===== config.mk =====
export PLATFORM = sky130hd
export DESIGN_NAME = coder_seq_ctrl
export DESIGN_NICKNAME = d
export VERILOG_FILES = /design/src/rtl/coder_seq_ctrl_pkg.sv /design/src/rtl/coder_seq_ctrl_en_map_regs.sv /design/src/rtl/coder_seq_ctrl.sv
export SDC_FILE = /design/constraint.sdc
export NUM_CORES = 1
export LEC_CHECK = 0
export CORE_MARGIN = 2
export CORE_UTILIZATION = 25
export CTS_CLUSTER_DIAMETER = 200
export CTS_CLUSTER_SIZE = 28
export DETAILED_ROUTE_END_ITERATION = 10
export PLACE_DENSITY = 0.45
export SETUP_SLACK_MARGIN = 0.3
export SKIP_CTS_REPAIR_TIMING = 1
export SYNTH_ARGS = -nofsm -noshare
export SYNTH_HDL_FRONTEND = slang
export SYNTH_SLANG_ARGS = --single-unit

===== constraint.sdc =====
create_clock -name clock -period 7.1 [get_ports clock]
set_clock_uncertainty 0.1 [all_clocks]
set_input_delay 1.065 -clock clock [delete_from_list [all_inputs] [get_ports clock]]
set_output_delay 1.065 -clock clock [all_outputs]
set_load 0.01 [all_outputs]

===== src/rtl/coder_seq_ctrl_pkg.sv =====
// coder_seq_ctrl_pkg
// Shared constants and types for the coder_seq_ctrl sequencer.
//   BLEN_06 : data bits carried by one coder_6_2 group
//   CW      : codeword width (one bit per TSV in a group)
//   MIN_EN  : fewest enabled TSVs the coder can still code with
//   state_e : sequencer FSM states
// Optional feature macro: CODER_SEQ_ERRCHK_EN (adds popcount8).
package coder_seq_ctrl_pkg;

  // Six active wires give 21 forbidden-transition-free codewords, so
  // a group carries four data bits.
  localparam int BLEN_06 = 4;
  localparam int CW      = 8;
  localparam int MIN_EN  = 6;

  typedef enum logic [1:0] {
    ST_IDLE  = 2'd0,
    ST_ENC   = 2'd1,
    ST_DRAIN = 2'd2,
    ST_OUT   = 2'd3
  } state_e;

`ifdef CODER_SEQ_ERRCHK_EN
  function automatic logic [3:0] popcount8(input logic [7:0] v);
    logic [3:0] n;
    n = '0;
    for (int i = 0; i < 8; i++) begin
      n = n + {3'b000, v[i]};
    end
    return n;
  endfunction
`endif

endpackage


===== src/rtl/coder_seq_ctrl_en_map_regs.sv =====
// en_map_regs
// Per-group TSV enable map: NGROUP x 8-bit register file with a single
// write port and a flat read-out of the whole map.
//   clock, rst_n : clock, asynchronous active-low reset (map -> 8'hFF)
//   we_i         : write strobe
//   addr_i       : group index; addresses >= NGROUP are ignored
//   data_i       : new enable mask, bit i enables TSV i
//   map_o        : full map, group g at [g*8 +: 8]
module en_map_regs #(
  parameter  int NGROUP = 4,
  localparam int AW     = $clog2(NGROUP)
) (
  input  logic                  clock,
  input  logic                  rst_n,
  input  logic                  we_i,
  input  logic [AW-1:0]         addr_i,
  input  logic [7:0]            data_i,
  output logic [NGROUP*8-1:0]   map_o
);

  logic [7:0] map_q [NGROUP];
  logic       addr_ok;

  // Only non-power-of-two NGROUP can see an out-of-range address.
  assign addr_ok = ({{(32-AW){1'b0}}, addr_i} < NGROUP);

  always_ff @(posedge clock or negedge rst_n) begin
    if (!rst_n) begin
      for (int i = 0; i < NGROUP; i++) begin
        map_q[i] <= 8'hFF;
      end
    end else if (we_i && addr_ok) begin
      map_q[addr_i] <= data_i;
    end
  end

  for (genvar gi = 0; gi < NGROUP; gi++) begin : g_flat
    assign map_o[gi*8 +: 8] = map_q[gi];
  end

endmodule


===== src/rtl/coder_seq_ctrl.sv =====
// coder_seq_ctrl
// Time-multiplexes one coder_6_2 CAC encoder across NGROUP TSV groups.
// A word accepted on in_data is split into NGROUP slices which are fed,
// one per cycle, to the external coder together with that group's
// enable mask; the coder's registered codewords are gathered into
// out_code and offered on a valid/ready handshake.
//   clock, rst_n          : clock, asynchronous active-low reset
//   in_data/valid/ready   : input word handshake
//   out_code/err/valid/ready : output word handshake
//   cfg_we/addr/data      : enable-map write port (any state)
//   cdr_datain/en_flag    : to coder, zero outside ENC
//   cdr_codeout           : from coder, one cycle after presentation
//   busy                  : high whenever not IDLE
// Optional feature macro: CODER_SEQ_ERRCHK_EN -- groups with fewer than
// MIN_EN enabled TSVs are flagged on out_err, get a zero mask and a
// zero codeword.
module coder_seq_ctrl
  import coder_seq_ctrl_pkg::*;
#(
  parameter  int NGROUP = 4,
  parameter  int DW     = BLEN_06,
  localparam int AW     = $clog2(NGROUP)
) (
  input  logic                 clock,
  input  logic                 rst_n,
  input  logic [NGROUP*DW-1:0] in_data,
  input  logic                 in_valid,
  output logic                 in_ready,
  output logic [NGROUP*8-1:0]  out_code,
  output logic [NGROUP-1:0]    out_err,
  output logic                 out_valid,
  input  logic                 out_ready,
  input  logic                 cfg_we,
  input  logic [AW-1:0]        cfg_addr,
  input  logic [7:0]           cfg_data,
  output logic [DW-1:0]        cdr_datain,
  output logic [7:0]           cdr_en_flag,
  input  logic [7:0]           cdr_codeout,
  output logic                 busy
);

  localparam logic [AW-1:0] GLAST = AW'(NGROUP - 1);

  state_e              state_q;
  logic [AW-1:0]       g_q;
  logic [AW-1:0]       g_nxt;
  logic [AW-1:0]       g_prv;
  logic                in_ready_q;
  logic                busy_q;
  logic                out_valid_q;
  logic [DW-1:0]       cdr_data_q;
  logic [7:0]          cdr_en_q;
  logic [7:0]          code_q  [NGROUP];
  logic [DW-1:0]       slice_q [NGROUP];
  logic [7:0]          snap_q  [NGROUP];
  logic [7:0]          map_arr [NGROUP];
  logic [NGROUP*8-1:0] map_flat;
  logic [NGROUP-1:0]   fault_now;
  logic [NGROUP-1:0]   fault_q;
  logic                accept;

  en_map_regs #(.NGROUP(NGROUP)) u_map (
    .clock  (clock),
    .rst_n  (rst_n),
    .we_i   (cfg_we),
    .addr_i (cfg_addr),
    .data_i (cfg_data),
    .map_o  (map_flat)
  );

  for (genvar gi = 0; gi < NGROUP; gi++) begin : g_io
    assign map_arr[gi]         = map_flat[gi*8 +: 8];
    assign out_code[gi*8 +: 8] = code_q[gi];
  end

  assign accept = (state_q == ST_IDLE) && in_valid && in_ready_q;
  assign g_nxt  = g_q + 1'b1;
  // Capture lags presentation by one cycle: slot g is written while g+1
  // is on the coder inputs.
  assign g_prv  = g_q - 1'b1;

`ifdef CODER_SEQ_ERRCHK_EN
  always_comb begin
    fault_now = '0;
    for (int i = 0; i < NGROUP; i++) begin
      fault_now[i] = (popcount8(map_arr[i]) < 4'(MIN_EN));
    end
  end

  always_ff @(posedge clock or negedge rst_n) begin
    if (!rst_n) begin
      fault_q <= '0;
    end else if (accept) begin
      fault_q <= fault_now;
    end
  end
`else
  assign fault_now = '0;
  assign fault_q   = '0;
`endif

  // Word and map snapshot: pure data, only meaningful after an accept.
  always_ff @(posedge clock) begin
    if (accept) begin
      for (int i = 0; i < NGROUP; i++) begin
        slice_q[i] <= in_data[i*DW +: DW];
        snap_q[i]  <= map_arr[i];
      end
    end
  end

  always_ff @(posedge clock or negedge rst_n) begin
    if (!rst_n) begin
      state_q     <= ST_IDLE;
      g_q         <= '0;
      in_ready_q  <= 1'b0;
      busy_q      <= 1'b0;
      out_valid_q <= 1'b0;
      cdr_data_q  <= '0;
      cdr_en_q    <= '0;
      for (int i = 0; i < NGROUP; i++) begin
        code_q[i] <= '0;
      end
    end else begin
      case (state_q)
        ST_IDLE: begin
          if (accept) begin
            // Group 0 goes to the coder straight from the live inputs so
            // it is presented in the first cycle after the accept.
            state_q    <= ST_ENC;
            g_q        <= '0;
            in_ready_q <= 1'b0;
            busy_q     <= 1'b1;
            cdr_data_q <= in_data[DW-1:0];
            cdr_en_q   <= fault_now[0] ? 8'h00 : map_arr[0];
          end else begin
            in_ready_q <= 1'b1;
          end
        end
        ST_ENC: begin
          if (g_q != '0) begin
            code_q[g_prv] <= fault_q[g_prv] ? 8'h00 : cdr_codeout;
          end
          if (g_q == GLAST) begin
            state_q    <= ST_DRAIN;
            g_q        <= '0;
            cdr_data_q <= '0;
            cdr_en_q   <= '0;
          end else begin
            g_q        <= g_nxt;
            cdr_data_q <= slice_q[g_nxt];
            cdr_en_q   <= fault_q[g_nxt] ? 8'h00 : snap_q[g_nxt];
          end
        end
        ST_DRAIN: begin
          code_q[GLAST] <= fault_q[GLAST] ? 8'h00 : cdr_codeout;
          state_q       <= ST_OUT;
          out_valid_q   <= 1'b1;
        end
        ST_OUT: begin
          if (out_ready) begin
            state_q     <= ST_IDLE;
            out_valid_q <= 1'b0;
            in_ready_q  <= 1'b1;
            busy_q      <= 1'b0;
          end
        end
        default: begin
          state_q <= ST_IDLE;
        end
      endcase
    end
  end

  assign in_ready    = in_ready_q;
  assign busy        = busy_q;
  assign out_valid   = out_valid_q;
  assign out_err     = fault_q;
  assign cdr_datain  = cdr_data_q;
  assign cdr_en_flag = cdr_en_q;

endmodule

==> results of run 1 <==
## final timing paths
kind | from | to
setup / recovery | g_q[0]$_DFFE_PN0P_ | cdr_datain[2]$_DFFE_PN0P_
hold / removal | out_code[12]$_DFFE_PN0P_ | out_code[12]$_DFFE_PN0P_
min in group asynchronous | rst_n | out_code[23]$_DFFE_PN0P_
hold reg to reg | out_code[12]$_DFFE_PN0P_ | out_code[12]$_DFFE_PN0P_
max in group asynchronous | rst_n | out_code[24]$_DFFE_PN0P_
setup reg to reg | g_q[0]$_DFFE_PN0P_ | cdr_datain[2]$_DFFE_PN0P_
## power groups by stage
stage	logic (mW)	clock network (mW)	registers, mW
CTS	1.05	0.911	1.21
global route	1.11	0.946	1.24
floorplan	0.549	0	1.23
global placement	1.03	0	1.22
finish	1.03	0.887	1.20
detailed placement	1.05	0	1.22
## logic make-up after synthesis
group / count (synthesis) / share of synthesized area, %
compound gates: 21 / 3.204
fa+ha+maj: 9 / 2.152
buf+inv: 16 / 1.650
flops: 131 / 68.01
mux: 90 / 22.79
other cells: 1 / 0.07167
simple gates: 21 / 2.128
## layer usage
| metal | GRT usage, % | vias to the layer above | share of wire (%) | wire length, µm |
|---|---|---|---|---|
| li1 | - | 1291 | - | - |
| met1 | 14.66 | 1462 | 46 | 5374 |
| met2 | 17.55 | 90 | 48 | 5551 |
| met3 | 3.742 | 14 | 4.9 | 567 |
| met4 | 4.619 | 0 | 1.4 | 167 |
| met5 | 0 | - | 0 | 0 |
## Yosys cell counts, drive strengths merged
cell,instances
dfstp,32
edfxtp,48
o31ai,1
mux2,77
nor2b,3
inv,7
nand2,7
a21boi,2
conb,1
ha,9
nor2,4
and3,1
mux4,12
or4,1
mux2i,1
o21a,1
clkbuf,2
nor3b,1
nand3,1
o21ai,1
buf,7
a22o,13
nand3b,2
o22ai,3
dfrtp,51
nor3,1
## registers in the layout, indices dropped and copies added, names as in the netlist
register	flops
out_code	32
snap_q	32
u_map.map_o	32
slice_q	16
cdr_en_flag	8
cdr_datain	4
g_q	2
state_q	2
busy	1
in_ready	1
out_valid	1
## critical path: cells and delay by family (launching register included)
| kind | cells | cell delay [ns] |
|---|---|---|
| flip-flops | 1 | 0.99 |
| AO/OA/AOI/OAI | 1 | 0.21 |
| adder cells (fa/ha/maj) | 1 | 0.80 |
| multiplexers | 2 | 0.66 |
| buffers and inverters | 1 | 0.23 |
## through the flow
stage	instances	total power, mW	setup WS (ns)
after detailed placement	641	2.269	3.836
after global placement	641	2.245	3.780
after floorplan	292	1.779	4.312
final	672	3.116	3.992
after global routing	672	3.292	3.800
after CTS	672	3.170	3.888
## final cells by class
type | count | area share [%]
inverter | 7 | 0.3757
sequential | 131 | 50.88
clock inverter | 6 | 1.467
tap | 270 | 4.830
multi-input combinational | 145 | 22.92
timing repair buffer | 88 | 12.45
clock buffer | 25 | 7.084
==> results.md, run 1 <==
- R2r worst-path depth: 5
- Row cnt: 52
- Total negative slack: 0 ns
- Worst Path Max Fanout: 16
- Internal reg-to-reg setup slack: 3.99 ns
- GRT Util Overall: 11.33%
- Seq pwr share: slightly below 40%
- Reg clk slew, reported paths: 0.05 ns
- Via/cell ratio: between 4 and 5
- Max frequency: ~320 MHz
- HP Class: reg -> reg
- Detailed Place HPWL: 7527 µm
- Sw Pwr: approximately 0.87 mW
- Nets@finish: about 440
- Peak supply drop: 0.1503 mV
- Critical path class: reg -> reg
- Distinct cells, synth: 30
- Slowest-stage cell, CP: dfrtp_1
- Number of global-route vias before repair: 3125
- Worst hold slack: between 0.4 and 0.5 ns
- Leak Pwr: between 2 and 3 nW
- Die height: ~150 µm
- Port bufs: 85
- Worst hold stages: 1
- Core Box Area: ~20000 µm²
- Seq cells post-synth: around 130
- Post-route DRC: 0
- Critical Path End Type: register
- Power Density: 445.5 nW/µm²
- Clock power share: 28.5%
- Area Overhead vs Synth: 33.67%
- H-tree depth: 4
- Root Buffer: clkbuf_16
- WL final: 11660 µm
- DR pass1 iterations: 4
- RSZ-0062 raised after global routing: no
- Crit path arrival time: between 3 and 4 ns
- Startpoint types: register
- Starting density of the core: 25.69%
- DRT iter0 DRCs: 104
- Clk Latency, worst-skew pair: 0.41 ns
- GPL Wtd Cong: a little under 0.7
- Final-report hold violation count: 0
- Worst slew margin: 25.29%
- Mean Syn Cell Area: about 18 µm²
- Main area contributors after synthesis: edfxtp_1, dfrtp_1, dfstp_2
- Final cycle utilization of the critical path: 43.77%
- Power share of the combinational group: 32.9%
- Mapped cell area: roughly 5200 µm²
- Cell Int Power: approximately 2.2 mW
- Slew Viols, Final: 0
- Sw frac: 27.81%
- CTS Buf Count: 17
- Most frequent cells in the layout: clkdlybuf4s50_1, mux2_2, dfrtp_1
- Min Clock Period, post-route: 3.108 ns
- Max stage delay on crit path: 0.99 ns
- Crit-path cells: inv_1 -> ha_1 -> mux4_2 -> a22o_1 -> mux2_4
- Synth area leader: edfxtp_1
- Sequential Area: 3558 µm²
- Die ar.: 22100 µm²
- Sequential area share after synthesis: between 60% and 70%
- Share of layout cells above drive strength 1: between 30% and 40%
- Yosys top cell area share: between 20% and 30%
- Status: finished clean
- Antenna violations before repair: 0
- Final core area utilization: 34.35%
- Fill cells: just under 2000
- Avg WL per Cell: roughly 17 µm
- Largest net degree at the start of global routing: 56
- Cells after Synth: 289
- First-pass GRT wire length: 18250 µm
- Global route overflow: 0
- Placed Instance Area: 6396 µm²
- # setup viols final: 0
- Commonest non-fill, non-tap cell in the layout: clkdlybuf4s50_1
- Antenna cell count: 0
- Antenna Violating Nets Remaining: 0
- Clock sink count: approximately 130
- I/O pin count: 90
- CTS tree: built
- Synthesis Warnings: 0
- Post-route cell area: between 6000 and 7000 µm²
- Area of the multi-input gates: between 1500 and 2000 µm²
- Maximum clock path buffer count: 2
- MaxCap Viol Count: 0
- Worst Tran Pin Value: roughly 1.1 ns
- Die width: about 150 µm
- Via count: approximately 2900
- Critical Path RT: 7.30 ns
(Power assumes the default switching activity.)
==> run 2, diff against run 1 <==
clock period = 3.2 ns   (was 7.1 ns; I/O delays follow)
==> results.md, run 2 (synthesis results as in run 1) <==
- Number of buffers and inverters on the critical path: 1
- Slowest-stage cell, CP: ha_1
- Crit path arrival time: approximately 2.5 ns
- Starting density of the core: ~26%
- MaxCap Viol Count: 0
- Reg clk slew, reported paths: around 0.05 ns
- Antenna violations before repair: 0
- Global route overflow: 0
- Peak supply drop: roughly 0.32 mV
- Core Box Area: 20360 µm²
- Dpl cells: approximately 640
- Via/cell ratio: roughly 4.2
- HP Class: in -> async
- Most frequent cells in the layout: clkdlybuf4s50_1, mux2_2, dfrtp_1
- Total negative slack: 0 ns
- Worst slew margin: 28.40%
- Critical Path End Type: register
- H-tree depth: 4
- Final-report hold violation count: 0
- Min Clock Period, post-route: 2.298 ns
- Nets@finish: 440
- Detailed Place HPWL: ~7600 µm
- GRT Util Overall: a little over a tenth
- Final cycle utilization of the critical path: about 72%
- WL final: about 11000 µm
- Worst Path Max Fanout: 13
- Power Density: 988.8 nW/µm²
- Clock sink count: about 130
- Via count: 2844
- CTS Buf Count: 17
- First-pass GRT wire length: around 18000 µm
- Avg WL per Cell: roughly 17 µm
- DR pass1 iterations: 4
- Status: finished clean
- Share of layout cells above drive strength 1: ~39%
- Die width: approximately 150 µm
- Largest net degree at the start of global routing: 84
- I/O pin count: 90
- Max frequency: about 440 MHz
- Area Overhead vs Synth: 34.24%
- Final non-filler cell total: 675
- Post-route DRC: 0
- Startpoint types: register
- Crit-path cells: inv_1 -> ha_1 -> mux4_1 -> a22o_1 -> mux2_2
- Fill cells: roughly 1900
- CTS tree: built
- Leak Pwr: 2.704 nW
- Die height: around 150 µm
- Critical Path RT: between 3 and 4 ns
- DRT iter0 DRCs: between 100 and 150
- # setup viols final: 0
- Root Buffer: clkbuf_16
- Max stage delay on crit path: between 0.7 and 0.8 ns
- RSZ-0062 raised after global routing: no
- Port bufs: 85
- Critical path class: reg -> reg
- Placed Instance Area: around 6400 µm²
- Slew Viols, Final: 0
- Maximum clock path buffer count: 2
- Post-route cell area: about 7000 µm²
- Row cnt: 52
- Clk Latency, worst-skew pair: ~0.41 ns
- Antenna cell count: 0
- Number of global-route vias before repair: approximately 3000
- Antenna Violating Nets Remaining: 0
- Die ar.: 22100 µm²
- Worst Tran Pin Value: approximately 1.1 ns
- Family with the most delay on the worst path: adder cells
- Commonest non-fill, non-tap cell in the layout: clkdlybuf4s50_1
- GPL Wtd Cong: 0.6636
==> run 2: metrics by stage <==
stage          utilization (%)  hold slack [ns]  power (mW)  setup WS (ns)
2_1_floorplan                -          0.08441       3.947         0.7708
3_3_place_gp             31.48           0.3878       4.984         0.7876
3_5_place_dp             31.48           0.3940       5.051         0.7755
4_1_cts                  34.49           0.2085       7.078         0.8557
5_1_grt                  34.49           0.2529       7.332         0.8084
6_report                 34.49           0.1620       6.946         0.9022
==> run 2: final cells by class <==
type	instances	area, µm²	share of cell area [%]
inverter	7	26.28	0.3741
clock inverter	10	127.6	1.817
tap	270	337.8	4.809
sequential	131	3558	50.66
clock buffer	22	485.5	6.911
timing repair buffer	90	885.9	12.61
multi-input combinational	145	1603	22.82
==> run 2: layer usage <==
| metal | global-route usage, % | vias up | part of all wire, % |
|---|---|---|---|
| met1 | 14.14 | 1453 | 46 |
| met2 | 16.67 | 80 | 48 |
| met3 | 3.558 | 8 | 4.9 |
| met5 | 0 | - | 0 |
| met4 | 4.429 | 0 | 1.2 |
| li1 | - | 1303 | - |
==> run 2: worst paths after layout <==
path / slack (ns) / from / endpoint / cells after the start
min in group clock: 0.40 / out_code[13]$_DFFE_PN0P_ / out_code[13]$_DFFE_PN0P_ / 1
max: 0.90 / g_q[1]$_DFFE_PN0P_ / cdr_datain[3]$_DFFE_PN0P_ / 5
min reg2reg: 0.40 / out_code[13]$_DFFE_PN0P_ / out_code[13]$_DFFE_PN0P_ / 1
max in group asynchronous: 2.16 / rst_n / cdr_en_flag[1]$_DFFE_PN0P_ / 1
max reg2reg: 0.90 / g_q[1]$_DFFE_PN0P_ / cdr_datain[3]$_DFFE_PN0P_ / 5
min: 0.16 / rst_n / out_code[31]$_DFFE_PN0P_ / 1
==> run 2: worst reg2reg max path: cells and delay by family, from the launching register on <==
family          cells  cell delay, ns
flops               1            0.39
compound gates      1            0.21
mux                 2            0.66
buf+inv             1            0.09
fa+ha+maj           1            0.73
==> run 2: power breakdown <==
part | total (mW) | internal, mW | switching [mW] | leakage, nW
logic | 2.33 | 1.37 | 0.963 | 1.02
clock network | 1.99 | 1.30 | 0.684 | 0.306
registers | 2.62 | 2.35 | 0.276 | 1.37
total | 6.95 | 5.02 | 1.92 | 2.70
==> run 3, diff against run 2 <==
PLACE_DENSITY = 0.46   (was 0.45)
clock period = 1.9 ns   (was 3.2 ns; I/O delays follow)
==> results.md, run 3 (synthesis results as in run 1) <==
- Clock power share: about a quarter
- Port bufs: 85
- Met1 WL: approximately 5500 µm
- CTS Buf Count: 17
- Seq pwr share: 35.4%
- Most frequent cells in the layout: mux2_2, dfrtp_1, edfxtp_1
- Starting density of the core: between 20 and 30%
- Antenna cell count: 0
- Slew Viols, Final: 0
- GRT Util Overall: 11.08%
- Antenna violations before repair: 0
- Max layer used: met4
- Nets@finish: roughly 470
- DR pass1 iterations: 4
- Max frequency: roughly 540 MHz
- Worst hold slack: 0.2480 ns
- Total negative slack: 0 ns
- DR WL met2: 5586 µm
- Critical Path RT: about 2.1 ns
- Min Clock Period, post-route: between 1.5 and 2 ns
- Via count: 2954
- Placed Instance Area: about 6700 µm²
- Global route overflow: 0
- Commonest non-fill, non-tap cell in the layout: mux2_2
- Sw frac: 27.91%
- Reg clk slew, reported paths: 0.06 ns
- Post-route cell area: about 7600 µm²
- First-pass GRT wire length: around 18000 µm
- Row cnt: 52
- Final core area utilization: between 30% and 40%
- Core Box Area: between 20000 and 25000 µm²
- I/O pin count: 90
- Startpoint types: register
- CTS tree: built
- Met3 WL post-DR: between 500 and 600 µm
- RSZ-0062 raised after global routing: yes
- Cell Int Power: about 9 mW
- Maximum clock path buffer count: 2
- Clock sink count: 131
- Share of layout cells above drive strength 1: 47.03%
- Post-route DRC: 0
- Die height: 148.7 µm
- H-tree depth: 4
- Power Density: roughly 1600 nW/µm²
- R2r worst-path depth: 6
- GPL Wtd Cong: approximately 0.64
- Peak supply drop: 0.5020 mV
- Final cycle utilization of the critical path: roughly 97%
- Sw Pwr: 3.493 mW
- Avg WL per Cell: 16.62 µm
- Power share of the combinational group: 38.1%
- Detailed Place HPWL: approximately 8100 µm
- Worst Path Max Fanout: 6
- Final-report hold violation count: 0
- # setup viols final: 0
- Critical path class: reg -> reg
- Largest net degree at the start of global routing: 36
- Crit path arrival time: 2.04 ns
- Critical Path End Type: register
- Leak Pwr: roughly 3.4 nW
- Via/cell ratio: ~4.2
- HP Class: in -> async
- Status: finished clean
- WL final: ~12000 µm
- Clk Latency, worst-skew pair: 0.42 ns
- Root Buffer: clkbuf_16
- Die width: approximately 150 µm
- Antenna Violating Nets Remaining: 0
- DRT iter0 DRCs: just over 100
- MaxCap Viol Count: 0
- Number of global-route vias before repair: 3165
- Area Overhead vs Synth: 45.86%
- Die ar.: 22100 µm²
## run 3: cell types whose count changed in the layout (fill, tap and decap cells not counted), sizes merged, moves of 2 or more
cell and change:
buf +31, clkbuf -2, clkdlybuf4s50 -46, clkinvlp +3
dlymetal6s2s +46
## run 3: cell type report
| cell class | instances | area, µm² |
|---|---|---|
| clock buffer | 19 | 432.9 |
| timing repair buffer | 123 | 1354 |
| inverter | 7 | 35.03 |
| clock inverter | 13 | 166.4 |
| fill | 1877 | 12730 |
| tap | 270 | 337.8 |
| sequential | 131 | 3560 |
| multi-input combinational | 145 | 1747 |
## run 3: path summary, 6_finish.rpt
path                                              start                     endpoint  slack (ns)
worst max-delay path                 g_q[0]$_DFFE_PN0P_   cdr_en_flag[0]$_DFFE_PN0P_        0.06
max in group asynchronous                         rst_n  u_map.map_o[10]$_DFFE_PN1P_        0.84
worst max register to register       g_q[0]$_DFFE_PN0P_   cdr_en_flag[0]$_DFFE_PN0P_        0.06
min in group clock                           in_data[6]      slice_q[1][2]$_DFFE_PP_        0.31
worst min-delay path                              rst_n   cdr_en_flag[7]$_DFFE_PN0P_        0.25
worst min register to register  out_code[4]$_DFFE_PN0P_      out_code[4]$_DFFE_PN0P_        0.40
## run 3: power groups by stage
stage / sequential (mW) / clock [mW] / combinational (mW)
after floorplan: 4.60 / 0 / 2.34
after global placement: 4.49 / 0 / 4.38
after detailed placement: 4.50 / 0 / 4.47
after CTS: 4.45 / 3.40 / 4.48
after global routing: 4.54 / 3.54 / 5.11
final: 4.43 / 3.32 / 4.77
## run 3: per-stage QoR
step | instances | power (mW) | setup WS [ns]
4_1_cts | 692 | 12.34 | 0.04423
3_5_place_dp | 660 | 8.967 | 0.04553
2_1_floorplan | 292 | 6.937 | -0.06959
5_1_grt | 708 | 13.19 | 0.007027
6_report | 708 | 12.51 | 0.06447
3_3_place_gp | 660 | 8.873 | 0.08360
## run 3: routing by layer
| layer | global-route usage (%) | vias up |
|---|---|---|
| li1 | - | 1362 |
| met1 | 13.98 | 1508 |
| met2 | 17.57 | 75 |
| met3 | 4.110 | 9 |
| met4 | 3.857 | 0 |
| met5 | 0 | - |
## run 3: worst max-delay path: stages (launching register included)
cell and delay (ns):
dfrtp_2 0.42, inv_6 0.04, ha_4 0.29, buf_8 0.14, mux4_2 0.29, a22o_1 0.19
mux2_4 0.26
